**config.mk**
```make
export PLATFORM = sky130hd
export DESIGN_NAME = muldiv_unit
export DESIGN_NICKNAME = d
export VERILOG_FILES = /design/src/rtl/muldiv_pkg.sv /design/src/rtl/muldiv_unit_adder.sv /design/src/rtl/muldiv_unit.sv
export SDC_FILE = /design/constraint.sdc
export NUM_CORES = 1
export LEC_CHECK = 0
export ABC_AREA = 1
export BUFFER_PORTS_ARGS = -buffer_cell sky130_fd_sc_hd__buf_2
export CAP_MARGIN = 5
export CORE_ASPECT_RATIO = 1.1
export CORE_MARGIN = 1.5
export CORE_UTILIZATION = 55
export DETAILED_ROUTE_END_ITERATION = 6
export PLACE_DENSITY = 0.85
export RECOVER_POWER = 100
export SLEW_MARGIN = 20
export SYNTH_ARGS = -nofsm -noshare
export SYNTH_HDL_FRONTEND = slang
export SYNTH_SLANG_ARGS = --single-unit
```
**constraint.sdc**
```tcl
create_clock -name clk -period 9.55 [get_ports clk]
set_clock_uncertainty 0.05 [all_clocks]
set_input_delay 0.955 -clock clk [delete_from_list [all_inputs] [get_ports clk]]
set_output_delay 0.955 -clock clk [all_outputs]
set_load 0.02 [all_outputs]
```
**src/rtl/muldiv_pkg.sv**
```systemverilog
// Shared definitions for the iterative RV32M multiply/divide unit:
// funct3 op encodings, FSM state type and the iteration counter width.
package muldiv_pkg;

    localparam int MD_N  = 32;
    localparam int CNT_W = $clog2(MD_N);

    localparam logic [2:0] OP_MUL    = 3'd0;
    localparam logic [2:0] OP_MULH   = 3'd1;
    localparam logic [2:0] OP_MULHSU = 3'd2;
    localparam logic [2:0] OP_MULHU  = 3'd3;
    localparam logic [2:0] OP_DIV    = 3'd4;
    localparam logic [2:0] OP_DIVU   = 3'd5;
    localparam logic [2:0] OP_REM    = 3'd6;
    localparam logic [2:0] OP_REMU   = 3'd7;

    typedef enum logic [1:0] {
        S_IDLE = 2'd0,
        S_CALC = 2'd1,
        S_FIX  = 2'd2,
        S_DONE = 2'd3
    } state_e;

endpackage

```
**src/rtl/muldiv_unit_adder.sv**
```systemverilog
// Plain N-bit ripple adder with carry in/out; the one arithmetic resource
// shared by the multiply and divide datapaths.
module adder #(
    parameter int N = 32
) (
    input  logic [N-1:0] a_i,
    input  logic [N-1:0] b_i,
    input  logic         cin_i,
    output logic [N-1:0] sum_o,
    output logic         cout_o
);

    assign {cout_o, sum_o} = {1'b0, a_i} + {1'b0, b_i} + {{N{1'b0}}, cin_i};

endmodule

```
**src/rtl/muldiv_unit.sv**
```systemverilog
// Iterative shift-add multiplier / restoring divider, one step per cycle
// through a single shared adder, fixed latency of N+2 edges to done.
module muldiv_unit
    import muldiv_pkg::*;
#(
    parameter int N = MD_N
) (
    input  logic         clk,
    input  logic         rst_n,
    input  logic         start,
    input  logic [2:0]   op,
    input  logic [N-1:0] rs1,
    input  logic [N-1:0] rs2,
    input  logic         flush,
    output logic         busy,
    output logic         done,
    output logic [N-1:0] result
);

    state_e             state_q;
    logic [2:0]         op_q;
    logic [N-1:0]       b_q;        // multiplicand or divisor magnitude
    logic [N-1:0]       hi_q;       // product high half / remainder
    logic [N-1:0]       lo_q;       // multiplier / quotient
    logic [CNT_W-1:0]   count_q;
    logic               sign1_q;
    logic               sign2_q;
    logic               busy_q;
    logic               done_q;
    logic [N-1:0]       result_q;

    logic [N-1:0]       add_a, add_b, add_sum;
    logic               add_cin, add_cout;
    logic [N-1:0]       hi_d, lo_d;
    logic               sgn1_acc, sgn2_acc;
    logic [N-1:0]       mag1_acc, mag2_acc;
    logic [2*N-1:0]     prod_fix;
    logic [N-1:0]       quo_fix, rem_fix, result_d;

    adder #(.N(N)) u_adder (
        .a_i    (add_a),
        .b_i    (add_b),
        .cin_i  (add_cin),
        .sum_o  (add_sum),
        .cout_o (add_cout)
    );

    always_comb begin
        if (op_q[2]) begin
            add_a   = {hi_q[N-2:0], lo_q[N-1]};
            add_b   = ~b_q;
            add_cin = 1'b1;
        end else begin
            add_a   = hi_q;
            add_b   = b_q;
            add_cin = 1'b0;
        end
    end

    // A bit shifted out of the remainder means the partial value is >= 2^N,
    // so the trial subtraction succeeds even though the N-bit adder has no carry.
    always_comb begin
        hi_d = hi_q;
        lo_d = lo_q;
        if (op_q[2]) begin
            if (add_cout || hi_q[N-1]) begin
                hi_d = add_sum;
                lo_d = {lo_q[N-2:0], 1'b1};
            end else begin
                hi_d = {hi_q[N-2:0], lo_q[N-1]};
                lo_d = {lo_q[N-2:0], 1'b0};
            end
        end else if (lo_q[0]) begin
            {hi_d, lo_d} = {add_cout, add_sum, lo_q[N-1:1]};
        end else begin
            {hi_d, lo_d} = {1'b0, hi_q, lo_q[N-1:1]};
        end
    end

    always_comb begin
        sgn1_acc = rs1[N-1] && !(op == OP_MULHU || op == OP_DIVU || op == OP_REMU);
        sgn2_acc = rs2[N-1] && !(op == OP_MULHU || op == OP_DIVU || op == OP_REMU
                                 || op == OP_MULHSU);
        mag1_acc = sgn1_acc ? -rs1 : rs1;
        mag2_acc = sgn2_acc ? -rs2 : rs2;
    end

    // Signed overflow (-2^(N-1) / -1) falls out naturally: the magnitude
    // quotient 2^(N-1) negates to itself and the remainder is zero.
    always_comb begin
        prod_fix = (sign1_q ^ sign2_q) ? -{hi_q, lo_q} : {hi_q, lo_q};
        quo_fix  = (b_q == '0) ? '1 : ((sign1_q ^ sign2_q) ? -lo_q : lo_q);
        rem_fix  = sign1_q ? -hi_q : hi_q;
        case (op_q)
            OP_MUL:                     result_d = prod_fix[N-1:0];
            OP_MULH, OP_MULHSU, OP_MULHU: result_d = prod_fix[2*N-1:N];
            OP_DIV, OP_DIVU:            result_d = quo_fix;
            default:                    result_d = rem_fix;
        endcase
    end

    always_ff @(posedge clk or negedge rst_n) begin
        if (!rst_n) begin
            state_q  <= S_IDLE;
            op_q     <= '0;
            b_q      <= '0;
            hi_q     <= '0;
            lo_q     <= '0;
            count_q  <= '0;
            sign1_q  <= 1'b0;
            sign2_q  <= 1'b0;
            busy_q   <= 1'b0;
            done_q   <= 1'b0;
            result_q <= '0;
        end else begin
            done_q <= 1'b0;
            case (state_q)
                S_IDLE: begin
                    if (start && !flush) begin
                        state_q <= S_CALC;
                        busy_q  <= 1'b1;
                        op_q    <= op;
                        sign1_q <= sgn1_acc;
                        sign2_q <= sgn2_acc;
                        b_q     <= op[2] ? mag2_acc : mag1_acc;
                        lo_q    <= op[2] ? mag1_acc : mag2_acc;
                        hi_q    <= '0;
                        count_q <= '0;
                    end
                end
                S_CALC: begin
                    if (flush) begin
                        state_q <= S_IDLE;
                        busy_q  <= 1'b0;
                    end else begin
                        hi_q    <= hi_d;
                        lo_q    <= lo_d;
                        count_q <= count_q + 1'b1;
                        if (count_q == CNT_W'(N - 1)) begin
                            state_q <= S_FIX;
                        end
                    end
                end
                S_FIX: begin
                    if (flush) begin
                        state_q <= S_IDLE;
                        busy_q  <= 1'b0;
                    end else begin
                        result_q <= result_d;
                        done_q   <= 1'b1;
                        state_q  <= S_DONE;
                    end
                end
                default: begin
                    busy_q  <= 1'b0;
                    state_q <= S_IDLE;
                end
            endcase
        end
    end

    assign busy   = busy_q;
    assign done   = done_q;
    assign result = result_q;

endmodule

```
==> results.md <==
- Status: finished with violations
- Failing checks: capacitance limit, slew limit
- Post-CTS Resized: 0
- Top post-synthesis cells by area: dfrtp_1, nand2_1, nand3_1
- Residual DRC count: 0
- Syn_nets: 2800
- Total core area: 28100 um2
- Reg power frac: 17.1%
- Peak supply drop: 0.361 mV
- Nets@finish: 2822
- Hold-fix buffers, CTS: 0
- Post-Route WL: 64.0 mm
- Pwr Total: 7.05 mW
- Dpl cell area: ~16000 um2
- Highest Signal Layer: met5
- Primary FF master, synth: dfrtp_1
- CP endpoint kind: flop
- GP Congestion: 1.09
- Sequential-to-total area share from yosys stat: 22.4%
- Post-DRT Antenna Nets: 0
- Share of the synthesized area in the top cell type: 22.4%
- Max Root-Sink Buffers: 2
- Vias: 19100
- Boundary pin count: around 110
- Unrepaired setup endpoints after global routing: false
- Initial antenna violation count: 1
- Cells after DPL: 3053
- DRT Pass-1 Iters: 7
- Worst EP required: 9820 ps
- Tcrit/Tclk final: 70.0%
- Arrival @ worst endpoint: 6950 ps
- Starting Density: between 50% and 60%
- Largest net degree at the start of global routing: 170
- Final Critical Period: 6680 ps
- TritonCTS Sinks: 142
- Post-Syn Area: 15800 um2
- Startpoint Class: flop
- HPWL after detailed placement: approximately 50 mm
- Ratio of cells with drive above 1 in the final layout: 6.72%
- Post-synth EDFFs: 0
- Commonest non-fill, non-tap cell in the layout: nand2_1
- Number of DRC markers in iteration 0: 2636
- Root buf cell: clkbuf_16
- Cell taking the most area after synthesis: dfrtp_1
- Sw Ratio: 61.2%
- # setup viols final: 0
- Wirelength per Cell: 20.8 um
- P_int: 2.74 mW
- IO buf count: 104
- Multi-input logic area: ~11000 um2
- Commonest non-fill, non-tap cells in the layout: nand2_1, nor2_1, inv_1
- Chip width: 165 um
- Num CTS Buffers: 17
- Yosys reg bits: 142
- Setup bufs post-CTS: 0
- H-tree levels: 4
- FF+latch area: 3560 um2
- Clk_lat worst skew: 450 ps
- Synthesis Warnings: 0
- Post-Synthesis Cells: about 2700
- Fill cell count: between 2000 and 3000
- WHS: 428 ps
- Pwr Density: approximately 420 nW/um2
- Sw Pwr: 4.31 mW
- First-pass GRT wire length: 97.9 mm
- Clk network pwr share: approximately a tenth
- Max Slew Vio Count: 388
- Max_cap viols: 8
- Setup TNS Final: 0 ps
- Slew @ Worst Pin: about 3400 ps
- Combinational power share: 73.5%
- Non-Filler Cell Area, Final: 16900 um2
- Routed length on met2: between 20 and 30 mm
- WS Path Type: reg2reg
- Crit-path max FO: 70
- Die area: just under 30000 um2
- Hold Fails Final Rpt: 0
- Total track usage: 43.4%
- Vias in the first global route: approximately 18000
- Non-filler cells, final: ~3100
- Clk pin slew, worst setup/hold paths: roughly 70 ps
- CTS tree: done
- Site row count: 64
- Syn_area_per_cell: 5.90 um2
- Hold Crit Class: reg2reg
- Grt ovf: 0
- Post-DR vias/cell: 6.18
- Achievable frequency: roughly 150 MHz
- Metal3 WL: between 6 and 7 mm
- Die height: 181 um
- Area grow syn2layout: 6.59%
- R2R Setup Slk: 2870 ps
- WL met1: 24.9 mm
- Leak pwr: 8.53 nW
- Fraction of registers with async set/reset: 100%
- Max-slew headroom: -128%
- Antenna diodes: 0
- Netlist cell types: 56
-- routing by layer --
metal	vias up	global-route usage [%]
met5	-	0
met4	2	28.9
met3	283	6.52
met2	1268	66.6
met1	8717	56.0
li1	8786	-
-- sequential cells by signal, summed over array words and instances, names as in the netlist, 2 cells and up --
signal   flops
b_q         32
lo_q        32
op_q         3
hi_q        32
state_q      2
count_q      5
result      32
-- path summary, 6_finish.rpt --
| check | start | endpoint | depth (start not counted) |
|---|---|---|---|
| worst max-delay path | state_q[1] | lo_q[6] | 12 |
| worst min-delay path | result[31] | result[31] | 2 |
| worst max register to register | state_q[1] | lo_q[6] | 12 |
| worst min register to register | result[31] | result[31] | 2 |
| max in group asynchronous | rst_n | lo_q[16] | 3 |
| min in group asynchronous | rst_n | hi_q[25] | 1 |
-- per-stage QoR --
step,util (%),worst slack [ps]
6_report,60.1,2870
3_5_place_dp,58.4,4820
3_3_place_gp,58.4,4890
5_1_grt,60.1,2330
4_1_cts,60.4,4810
2_1_floorplan,-,6500
-- power by group through the flow --
stage	clock network (mW)	registers, mW	logic, mW
floorplan	0	1.11	3.65
global placement	0	1.18	4.95
detailed placement	0	1.18	4.99
CTS	0.667	1.18	5.02
global route	0.688	1.22	5.68
finish	0.668	1.20	5.18
-- critical path, stage by stage (launching register included) --
cell and delay [ps]:
dfrtp_1 370, inv_1 80, ha_1 550, inv_1 1100
nor2_1 170, inv_1 120, o21ai_0 110, nand2_2 100
clkbuf_1 2350, inv_1 810, buf_4 500, nand3_1 120
o21ai_0 80
-- cell usage after synthesis, types with 14 or more instances --
master      n
a21oi_1   179
a22oi_1    19
buf_2      24
clkbuf_1   78
dfrtp_1   142
ha_1       41
inv_1     271
inv_2      16
nand2_1   827
nand3_1   258
nand3b_1   14
nand4_1    33
nor2_1    298
nor3_1     24
o211ai_1   43
o211ai_2   14
o21ai_0   151
o21ai_1    22
xor2_1    103
-- final cells by class --
cell class	instances	share of cell area [%]
tap	363	2.69
clock buffer	18	2.54
inverter	292	6.51
clock inverter	14	0.785
multi-input combinational	2135	62.9
timing repair buffer	121	3.49
sequential	142	21.1
-- logic make-up after synthesis --
family	share of synthesized area, %
AO/OA/AOI/OAI	17.5
buffers and inverters	10.4
flip-flops	22.4
XOR/XNOR	6.19
adder cells (fa/ha/maj)	3.36
AND/OR/NAND/NOR	40.1
(Power assumes the default switching activity.)
